===== config.mk =====
export PLATFORM = sky130hd
export DESIGN_NAME = tournament_table_port_sched
export DESIGN_NICKNAME = d
export VERILOG_FILES = /design/src/rtl/tournament_table_port_sched.sv
export SDC_FILE = /design/constraint.sdc
export NUM_CORES = 1
export LEC_CHECK = 0
export CORE_MARGIN = 3
export CORE_UTILIZATION = 40
export DETAILED_ROUTE_END_ITERATION = 10
export PLACE_DENSITY = 0.72
export SLEW_MARGIN = 20
export SYNTH_ARGS = -nofsm -noshare
export SYNTH_HDL_FRONTEND = slang
export SYNTH_SLANG_ARGS = --single-unit

===== constraint.sdc =====
create_clock -name clk_i -period 3.5 [get_ports clk_i]
set_input_delay 0.35 -clock clk_i [delete_from_list [all_inputs] [get_ports clk_i]]
set_output_delay 0.35 -clock clk_i [all_outputs]
set_load 0.005 [all_outputs]

===== src/rtl/tournament_table_port_sched.sv =====
// Single-port table scheduler for the tournament predictor: lookups, buffered updates, starvation drain.
// Optional init sweep after reset is enabled by defining TOURN_INIT_SWEEP_EN.
module tournament_table_port_sched #(
  parameter int unsigned bht_idx_width_p = 8,
  parameter int unsigned upd_fifo_els_p  = 4,
  parameter int unsigned starve_limit_p  = 8,
  parameter logic [1:0]  init_val_p      = 2'b01
) (
  input  logic                       clk_i,
  input  logic                       reset_n_i,
  input  logic                       r_v_i,
  input  logic [bht_idx_width_p-1:0] r_idx_i,
  output logic                       r_ready_o,
  input  logic                       w_v_i,
  input  logic [bht_idx_width_p-1:0] w_idx_i,
  input  logic                       w_correct_i,
  input  logic                       w_taken_i,
  output logic                       w_ready_o,
  output logic                       tbl_v_o,
  output logic                       tbl_w_o,
  output logic [bht_idx_width_p-1:0] tbl_idx_o,
  output logic [1:0]                 tbl_wdata_o,
  output logic                       tbl_init_o,
  output logic                       busy_o
);

  localparam int unsigned ptr_w_lp = $clog2(upd_fifo_els_p);
  localparam int unsigned cnt_w_lp = $clog2(starve_limit_p + 1);

  typedef struct packed {
    logic [bht_idx_width_p-1:0] idx;
    logic                       correct;
    logic                       taken;
  } upd_s;

  typedef enum logic [1:0] {IDLE, INIT, FORCE} state_e;

  state_e                     state_q;
  upd_s                       mem_q [upd_fifo_els_p];
  logic [ptr_w_lp:0]          wr_ptr_q, rd_ptr_q;
  logic [ptr_w_lp:0]          wr_ptr_n, rd_ptr_n;
  logic [cnt_w_lp-1:0]        starve_q;
  logic                       w_ready_q;
  logic                       empty_c, full_c, full_n;
  logic                       init_c, lock_c, force_c, grant_c, drain_c, push_c;
  logic [bht_idx_width_p-1:0] sweep_c;
  upd_s                       head_c;

`ifdef TOURN_INIT_SWEEP_EN
  logic [bht_idx_width_p-1:0] sweep_q;
  logic                       init_done_q;

  // Sweep index and one-shot completion flag; the sweep starts the cycle after reset release.
  always_ff @(posedge clk_i or negedge reset_n_i) begin
    if (!reset_n_i) begin
      sweep_q     <= '0;
      init_done_q <= 1'b0;
    end else if (state_q == INIT) begin
      sweep_q <= sweep_q + bht_idx_width_p'(1);
      if (sweep_q == '1) init_done_q <= 1'b1;
    end
  end

  assign init_c  = (state_q == INIT);
  assign lock_c  = init_c | ~init_done_q;
  assign sweep_c = sweep_q;
`else
  assign init_c  = 1'b0;
  assign lock_c  = 1'b0;
  assign sweep_c = '0;
`endif

  assign empty_c = (wr_ptr_q == rd_ptr_q);
  assign full_c  = (wr_ptr_q[ptr_w_lp] != rd_ptr_q[ptr_w_lp]) &&
                   (wr_ptr_q[ptr_w_lp-1:0] == rd_ptr_q[ptr_w_lp-1:0]);
  assign head_c  = mem_q[rd_ptr_q[ptr_w_lp-1:0]];

  // Arbitration: init sweep > forced drain > lookup > opportunistic drain.
  assign force_c = ~lock_c & (full_c | (starve_q == cnt_w_lp'(starve_limit_p)));
  assign grant_c = reset_n_i & r_v_i & ~force_c & ~lock_c;
  assign drain_c = ~lock_c & ~grant_c & ~empty_c;
  assign push_c  = w_v_i & w_ready_q;

  assign wr_ptr_n = wr_ptr_q + (ptr_w_lp + 1)'(push_c);
  assign rd_ptr_n = rd_ptr_q + (ptr_w_lp + 1)'(drain_c);
  assign full_n   = (wr_ptr_n[ptr_w_lp] != rd_ptr_n[ptr_w_lp]) &&
                    (wr_ptr_n[ptr_w_lp-1:0] == rd_ptr_n[ptr_w_lp-1:0]);

  always_comb begin
    tbl_v_o     = 1'b0;
    tbl_w_o     = 1'b0;
    tbl_idx_o   = '0;
    tbl_wdata_o = 2'b00;
    tbl_init_o  = 1'b0;
    if (init_c) begin
      tbl_v_o     = 1'b1;
      tbl_w_o     = 1'b1;
      tbl_idx_o   = sweep_c;
      tbl_wdata_o = init_val_p;
      tbl_init_o  = 1'b1;
    end else if (drain_c) begin
      tbl_v_o     = 1'b1;
      tbl_w_o     = 1'b1;
      tbl_idx_o   = head_c.idx;
      tbl_wdata_o = {head_c.correct, head_c.taken};
    end else if (grant_c) begin
      tbl_v_o   = 1'b1;
      tbl_idx_o = r_idx_i;
    end
  end

  assign r_ready_o = grant_c;
  assign w_ready_o = w_ready_q;
  assign busy_o    = init_c;

  // Payload storage needs no reset: only entries between the pointers are ever read.
  always_ff @(posedge clk_i) begin
    if (push_c) mem_q[wr_ptr_q[ptr_w_lp-1:0]] <= '{idx: w_idx_i, correct: w_correct_i, taken: w_taken_i};
  end

  always_ff @(posedge clk_i or negedge reset_n_i) begin
    if (!reset_n_i) begin
      wr_ptr_q  <= '0;
      rd_ptr_q  <= '0;
      starve_q  <= '0;
      w_ready_q <= 1'b0;
    end else begin
      wr_ptr_q  <= wr_ptr_n;
      rd_ptr_q  <= rd_ptr_n;
      w_ready_q <= ~full_n;
      if (drain_c) begin
        starve_q <= '0;
      end else if (grant_c && !empty_c && starve_q != cnt_w_lp'(starve_limit_p)) begin
        starve_q <= starve_q + cnt_w_lp'(1);
      end
    end
  end

  always_ff @(posedge clk_i or negedge reset_n_i) begin
    if (!reset_n_i) begin
      state_q <= IDLE;
    end else begin
      case (state_q)
        IDLE: begin
          if (force_c) state_q <= FORCE;
`ifdef TOURN_INIT_SWEEP_EN
          if (!init_done_q) state_q <= INIT;
`endif
        end
`ifdef TOURN_INIT_SWEEP_EN
        INIT:    if (sweep_q == '1) state_q <= IDLE;
`endif
        FORCE:   state_q <= IDLE;
        default: state_q <= IDLE;
      endcase
    end
  end

endmodule

# Word level (Yosys, flattened, before mapping)

Memory sizes are Yosys's and may differ from the RTL's.
Index checks and enable logic that the tools add are counted.

Word-level logic and storage cells: 40
Register bits: 11
Memories kept: 1
Bits of input ports: 22
Bits in latches: 0
Memory bits (writable): 40
Output and inout bits: 16
ROM bits: 0

Memories:

| name  | depth | width | read ports | clocked after Yosys merged registers in | write ports | RTL line | RTL |
|---|---|---|---|---|---|---|---|
| mem_q | 4     | 10    | 1          | 0                                       | 1           | 39       | `upd_s mem_q [upd_fifo_els_p];` |

Order comparisons: 0
Muxes and demuxes: 10
Shifts and indexed selects: 0
Reductions and logical operators: 6
Divide/modulo/power cells: 0
Bitwise operators: 9
Multipliers: 0
Eq/ne operators: 7
$add $sub $neg: 3

Operators with widths:

| cell                                                          | number |
|---|---|
| 8-bit 2-to-1 mux                                              | 2 |
| 4-bit 2-to-1 mux                                              | 2 |
| 3-bit by 1-bit adder with 3-bit output                        | 2 |
| 1-bit 2-to-1 mux                                              | 5 |
| 4-bit by 1-bit adder with 4-bit output, second input constant | 1 |
| 1-bit bitwise AND                                             | 4 |
| 2-bit == test                                                 | 2 |
| 4-bit == test, second input constant                          | 1 |
| 1-bit logical AND                                             | 4 |
| 4-bit inequality test, second input constant                  | 1 |
| 1-bit inverter                                                | 4 |
| 3-bit == test                                                 | 1 |
| 2-bit 2-to-1 mux                                              | 1 |
| 1-bit inequality test                                         | 2 |
| 2-bit nonzero test                                            | 1 |
| 1-bit zero test                                               | 1 |
| 1-bit OR                                                      | 1 |

# Depth between registers and ports, before layout

Gate-level depths: netlist of the first run.

Depth after elaboration: 11
Gate-level depth with buffers: 9
Depth with buffers taken out: 9

# Worst setup path before layout of the first run

Ideal clock, no wire load.

Kind: reg-to-reg
Start: register rd_ptr_q[0]
End: register w_ready_q (netlist: w_ready_o)
Path slack: 1.418 ns
Clock period less this slack: 2.082 ns
Path buffers: 1
Required time: 3.368 ns
Setup time: 0.132 ns
Arrival: 1.950 ns
Stages on the path, launching flop included: 9
Cell sequence: dfrtp_1 -> buf_6 -> xor2_2 -> or3_4 -> and3_2 -> ha_1 -> xor2_1 -> xor2_1 -> o211ai_2

Cells in the longest elaborated chain, start to end: 11
Elaborated cells between the ends (all ways): 14
Those cells by class: add/sub: 1; eq/ne: 4; bitwise: 7; reduce/logical: 2

RTL lines:

| element                                    | RTL line | RTL |
|---|---|---|
| start, declared                            | 40       | `logic [ptr_w_lp:0] wr_ptr_q, rd_ptr_q;` |
| start signal, assigned                     | 129      | `rd_ptr_q <= rd_ptr_n;` |
| 2-bit == test                              | 75       | `(wr_ptr_q[ptr_w_lp-1:0] == rd_ptr_q[ptr_w_lp-1:0]);` |
| 1-bit logical AND                          | 74       | `assign full_c = (wr_ptr_q[ptr_w_lp] != rd_ptr_q[ptr_w_lp]) &&` |
| 1-bit OR                                   | 79       | `assign force_c = ~lock_c & (full_c \| (starve_q == cnt_w_lp'(starve_limit_p)));` |
| 1-bit inverter                             | 80       | `assign grant_c = reset_n_i & r_v_i & ~force_c & ~lock_c;` |
| 1-bit bitwise AND                          | 80       |  |
| 1-bit inverter                             | 81       | `assign drain_c = ~lock_c & ~grant_c & ~empty_c;` |
| 1-bit bitwise AND                          | 81       |  |
| 3-bit by 1-bit adder with 3-bit output (*) | 85       | `assign rd_ptr_n = rd_ptr_q + (ptr_w_lp + 1)'(drain_c);` |
| named net rd_ptr_n[2]                      | 41       | `logic [ptr_w_lp:0] wr_ptr_n, rd_ptr_n;` |
| 1-bit inequality test (*)                  | 86       | `assign full_n = (wr_ptr_n[ptr_w_lp] != rd_ptr_n[ptr_w_lp]) &&` |
| 1-bit logical AND (*)                      | 86       |  |
| 1-bit inverter (*)                         | 130      | `w_ready_q <= ~full_n;` |
| end signal, assigned                       | 130      |  |
| end, declared                              | 43       | `logic w_ready_q;` |

Mark *: on every way through the listed nets, which the timed path passes. The rest lies on a longest branch.
A chain may end at the register's enable or synchronous reset.

# Worst setup path after layout of the first run

Start: register rd_ptr_q[0]
End: output port tbl_idx_o[2]

Cells in the longest elaborated chain, start to end: 8
Elaborated cells between the ends (all ways): 12
Those cells by class: eq/ne: 2; mux: 2; bitwise: 6; reduce/logical: 1; memory: 1

RTL lines:

| element              | RTL line | RTL |
|---|---|---|
| 2-bit == test        | 75       |  |
| 1-bit logical AND    | 74       |  |
| 1-bit OR             | 79       |  |
| 1-bit inverter       | 80       |  |
| 1-bit bitwise AND    | 80       |  |
| 1-bit inverter       | 81       |  |
| 1-bit bitwise AND    | 81       |  |
| 8-bit 2-to-1 mux (*) | 101      | `end else if (drain_c) begin` |
| end, declared        | 21       | `output logic [bht_idx_width_p-1:0] tbl_idx_o,` |

Every way passes the cells marked *; elsewhere a longest branch is shown, timed or not.

==> qor.txt, run 1 <==
fillers - 448
vias in the first global route - 1350
vias per cell - 5.27
Main synth FF type - edfxtp_1
Setup TNS - 0 ps
IO Pins - 38
Post-synth ARST share - 0.216
Placed Instances - 232
Peak VDD IR - 0.361 mV
Worst Path Required - 3150 ps
first-pass GRT wire length - 6680 um
Die Y - 80.5 um
number of synthesized flops with an enable pin - 40
final setup fails - 0
gate count of the mapped netlist - 125
pin count of the biggest net entering global routing - 17
Worst setup SP type - flop
Buffers on Ports - 35
GRT Total Usage - 0.141
DR WL/cell - 17.0 um
Worst-path clk slew - 90 ps
status - complete, no violations
drt first pass iters - 4
sequential fraction of the synthesis area - 0.664
Worst EP arrival - 2440 ps
Area Overhead vs Synth - 24.3%
warnings from Yosys - 0
Num CTS Buffers - 5
Starting Density - 0.424
post-cts hold buffer count - 0
cts repair resizes - 0
Ant. Diodes - 0
post-route clock skew - 10.5 ps
commonest non-fill, non-tap cell in the layout - edfxtp_1
Setup Buffers After CTS - 0
f_max - 359 MHz
Die ar. - 0.00649 sq mm
share of layout cells above drive strength 1 - 0.224
CP max FO - 10
design area - 0.00276 sq mm
# DRC - 0
CTS Buffer Depth - 2
Fin. Hold Viols - 0
register area - 0.00148 sq mm
most frequent cells in the layout - edfxtp_1 (40), clkdlybuf4s50_1 (35), dfrtp_1 (11)
relative slew slack - 0.642
max cap viols - 0
clock latency on the worst-skew pair - 300 ps
row cnt - 26
Pleak - 0.996 nW
crit end category - primary output
Slew @ Worst Pin - 535 ps
DR iter-0 viols - 50
Finished Layout Cells - 240
multi-input logic area - 707 sq um
CTS tree - done
distinct cell type count after synthesis - 33
WL final - 4080 um
Num Clock Sinks - 51
htree depth - 2
max-slew violations - 0
Cell Area, Synth - 0.00222 sq mm
vias after detailed routing - 1265
RePlAce Congestion - 0.814
global route overflow - 0
Die Wd - 80.5 um
placed cell area - 0.00267 sq mm
RSZ-0062 raised after global routing - false
final worst path period share - 0.796
number of routed nets with antenna violations - 0
FF+latch count, synth - 51
CP Class - flop to primary output
Mean Syn Cell Area - 17.8 sq um
clk root buf - clkbuf_8
final net count - 196
worst hold path type - primary input to asynchronous set/reset pin
Cell Pwr Density - 855 mW/mm^2
initial antenna violation count - 0
HPWL after DPL - 2920 um
fin crit period - 2790 ps
core area - 0.00524 sq mm
## metal layers
layer  share of wire  vias up  GRT usage  routed length, um
met5               0        -          0                  0
met4               0        0     0.0355                  0
met3           0.074        0     0.0426                301
met2            0.51       54      0.250               2060
met1            0.42      636      0.165               1710
li1                -      575          -                  -
## final cells by class
cell class,instances,share of cell area
Clock buffer,5,0.0249
Clock inverter,3,0.00680
Inverter,2,0.00272
Multi-Input combinational cell,68,0.256
Sequential cell,51,0.535
Tap cell,70,0.0317
Timing Repair Buffer,41,0.143
## cell usage after synthesis (all sizes together) (2+ instances only)
library cell	instances	area, sq um
o21ai	3	15.0
a21oi	2	21.3
dfrtp	11	275
inv	2	7.51
buf	5	35.0
xor2	9	93.8
and3	5	41.3
mux4	10	225
nor2	4	22.5
nand3	2	10.0
nor3b	2	15.0
edfxtp	40	1200
a22o	8	70.1
nand2	6	22.5
ha	5	62.6
## worst max-delay path: stages (launching register included)
cell and delay [ps]:
dfrtp_1 610, xor2_2 210, o2111a_2 330, nor2_4 270, a22o_1 220, clkdlybuf4s50_1 500
## logic make-up (layout without fill, tap and decap cells)
family	after synthesis	count (layout)	synth area share
compound gates	18	18	0.0732
mux	10	10	0.101
buf+inv	7	51	0.0191
other cells	1	2	0.00169
fa+ha+maj	5	5	0.0282
simple gates	23	23	0.0659
xor+xnor	10	10	0.0462
flops	51	51	0.664
## power by group
part | switching (mW) | internal, mW | total [mW]
combinational | 0.529 | 0.619 | 1.15
sequential | 0.0852 | 0.800 | 0.886
clock | 0.185 | 0.141 | 0.326
total | 0.800 | 1.56 | 2.36
## path summary, 6_finish.rpt
kind	startpoint	cells past startpoint	endpoint	slack, ps
setup / recovery	rd_ptr_q[0]	5	tbl_idx_o[2]	710
hold / removal	reset_n_i	1	rd_ptr_q[2]	290
setup reg to reg	rd_ptr_q[0]	7	w_ready_o	1110
hold reg to reg	rd_ptr_q[2]	1	rd_ptr_q[2]	520
max in group asynchronous	reset_n_i	2	rd_ptr_q[1]	2780
min in group clk_i	rd_ptr_q[2]	1	rd_ptr_q[2]	520
## stage by stage
step                      hold slack (ps)   util  setup slack [ps]  total power [mW]
after floorplan                      54.4      -              1420              1.60
after global placement                505  0.511               954              2.02
after detailed placement              506  0.511               922              2.06
after CTS                             285  0.527               693              2.40
after global routing                  290  0.527               576              2.53
final                                 294  0.527               713              2.36
## flip-flops by register name, summed over array words and instances (netlist names)
register	count
wr_ptr_q	3
starve_q	4
rd_ptr_q	3
mem_q	40
w_ready_o	1
Power figures use the tool's default switching activity.
==> run 2: changes to the inputs <==
- clock period: 3.5 -> 2.8 ns (I/O delays scaled with it)
==> run 2 against run 1 <==
Sequential power increased by 23%. Combinational power rose by 25%. Non-clock buffer count unchanged. Routed wire length is 0.59% lower. First-iteration DRC count is 26% higher. Register-to-register slack got worse by 530 ps. Largest power group unchanged. Sequential cell count did not move.
==> qor.txt, run 2 (synthesis results as in run 1) <==
status - complete, no violations
Slew @ Worst Pin - 496 ps
Placed Instances - 232
Starting Density - 0.424
CTS tree - done
cell family with most CP delay - buffers and inverters
f_max - 389 MHz
post-cts hold buffer count - 0
final setup fails - 0
global route overflow - 0
overall power - 3.00 mW
RSZ-0062 raised after global routing - false
relative slew slack - 0.668
CTS Buffer Depth - 2
Peak VDD IR - 0.490 mV
Fin. Hold Viols - 0
clock latency on the worst-skew pair - 290 ps
clk root buf - clkbuf_8
Worst path max stage delay - 500 ps
IO Pins - 38
Worst-path clk slew - 80 ps
Worst setup SP type - flop
DR WL/cell - 17.0 um
first-pass GRT wire length - 6710 um
vias after detailed routing - 1251
Worst Path Required - 2520 ps
CP Class - flop to primary output
RePlAce Congestion - 0.790
HPWL after DPL - 2890 um
# DRC - 0
Area Overhead vs Synth - 24.9%
Num CTS Buffers - 5
cts repair resizes - 0
Setup Buffers After CTS - 0
crit end category - primary output
Die ar. - 0.00649 sq mm
max reg flops - 40
DR iter-0 viols - 63
max cap viols - 0
share of layout cells above drive strength 1 - 0.213
number of routed nets with antenna violations - 0
Setup TNS - 0 ps
Worst EP arrival - 2290 ps
commonest non-fill, non-tap cell in the layout - edfxtp_1
worst-path cell chain - xor2_1 > nor3_2 > nor2_4 > a22o_1 > clkdlybuf4s50_1
max-slew violations - 0
initial antenna violation count - 0
Ant. Diodes - 0
final worst path period share - 0.919
CP max FO - 10
Pleak - 0.999 nW
Num Clock Sinks - 51
vias per cell - 5.23
Worst path slowest cell - clkdlybuf4s50_1
Die Y - 80.5 um
drt first pass iters - 4
Cell Pwr Density - 1080 mW/mm^2
WL final - 4050 um
Finished Layout Cells - 239
WP buf/inv - 1
pin count of the biggest net entering global routing - 15
Die Wd - 80.5 um
post-route clock skew - 3.67 ps
fin crit period - 2570 ps
most frequent cells in the layout - edfxtp_1 (40), clkdlybuf4s50_1 (35), dfrtp_1 (11)
htree depth - 2
vias in the first global route - 1352
final net count - 196
Hold Slack - 251 ps
worst hold path type - primary input to asynchronous set/reset pin
Buffers on Ports - 35
row cnt - 26
GRT Total Usage - 0.141
fillers - 433
core area - 0.00524 sq mm
[run 2: area by class of cell]
cell class                      instances  area [sq um]  share of cell area
Clock inverter                          1          30.0              0.0108
Sequential cell                        51          1480               0.532
Tap cell                               70          87.6              0.0315
Timing Repair Buffer                   41           395               0.142
Inverter                                2          7.51             0.00270
Clock buffer                            6          72.6              0.0261
Multi-Input combinational cell         68           707               0.255
[run 2: per-stage QoR]
step / setup slack, ps / area [sq um] / util
floorplan: 718 / 2230 / -
global placement: 370 / 2670 / 0.511
detailed placement: 335 / 2670 / 0.511
CTS: 201 / 2780 / 0.530
global route: 81.6 / 2780 / 0.530
finish: 228 / 2780 / 0.530
[run 2: where the power goes]
group          total (mW)  internal (mW)  switching (mW)  leakage [nW]
sequential           1.09           1.00          0.0918         0.501
clock               0.476          0.262           0.214        0.0513
combinational        1.44          0.773           0.662         0.446
[run 2: metal layers]
layer	global-route usage	up-vias	share of wire
li1	-	575	-
met2	0.239	63	0.47
met4	0.0304	0	0.0081
met5	0	-	0
met1	0.182	609	0.44
met3	0.0348	4	0.082
[run 2: path summary, 6_finish.rpt]
path,from,endpoint,slack (ps),depth (start not counted)
min reg2reg,rd_ptr_q[2],rd_ptr_q[2],520,1
max reg2reg,wr_ptr_q[0],w_ready_o,580,7
max in group asynchronous,reset_n_i,rd_ptr_q[1],2120,2
min,reset_n_i,starve_q[1],250,1
min in group clk_i,rd_ptr_q[2],rd_ptr_q[2],520,1
max,rd_ptr_q[2],tbl_idx_o[2],230,5
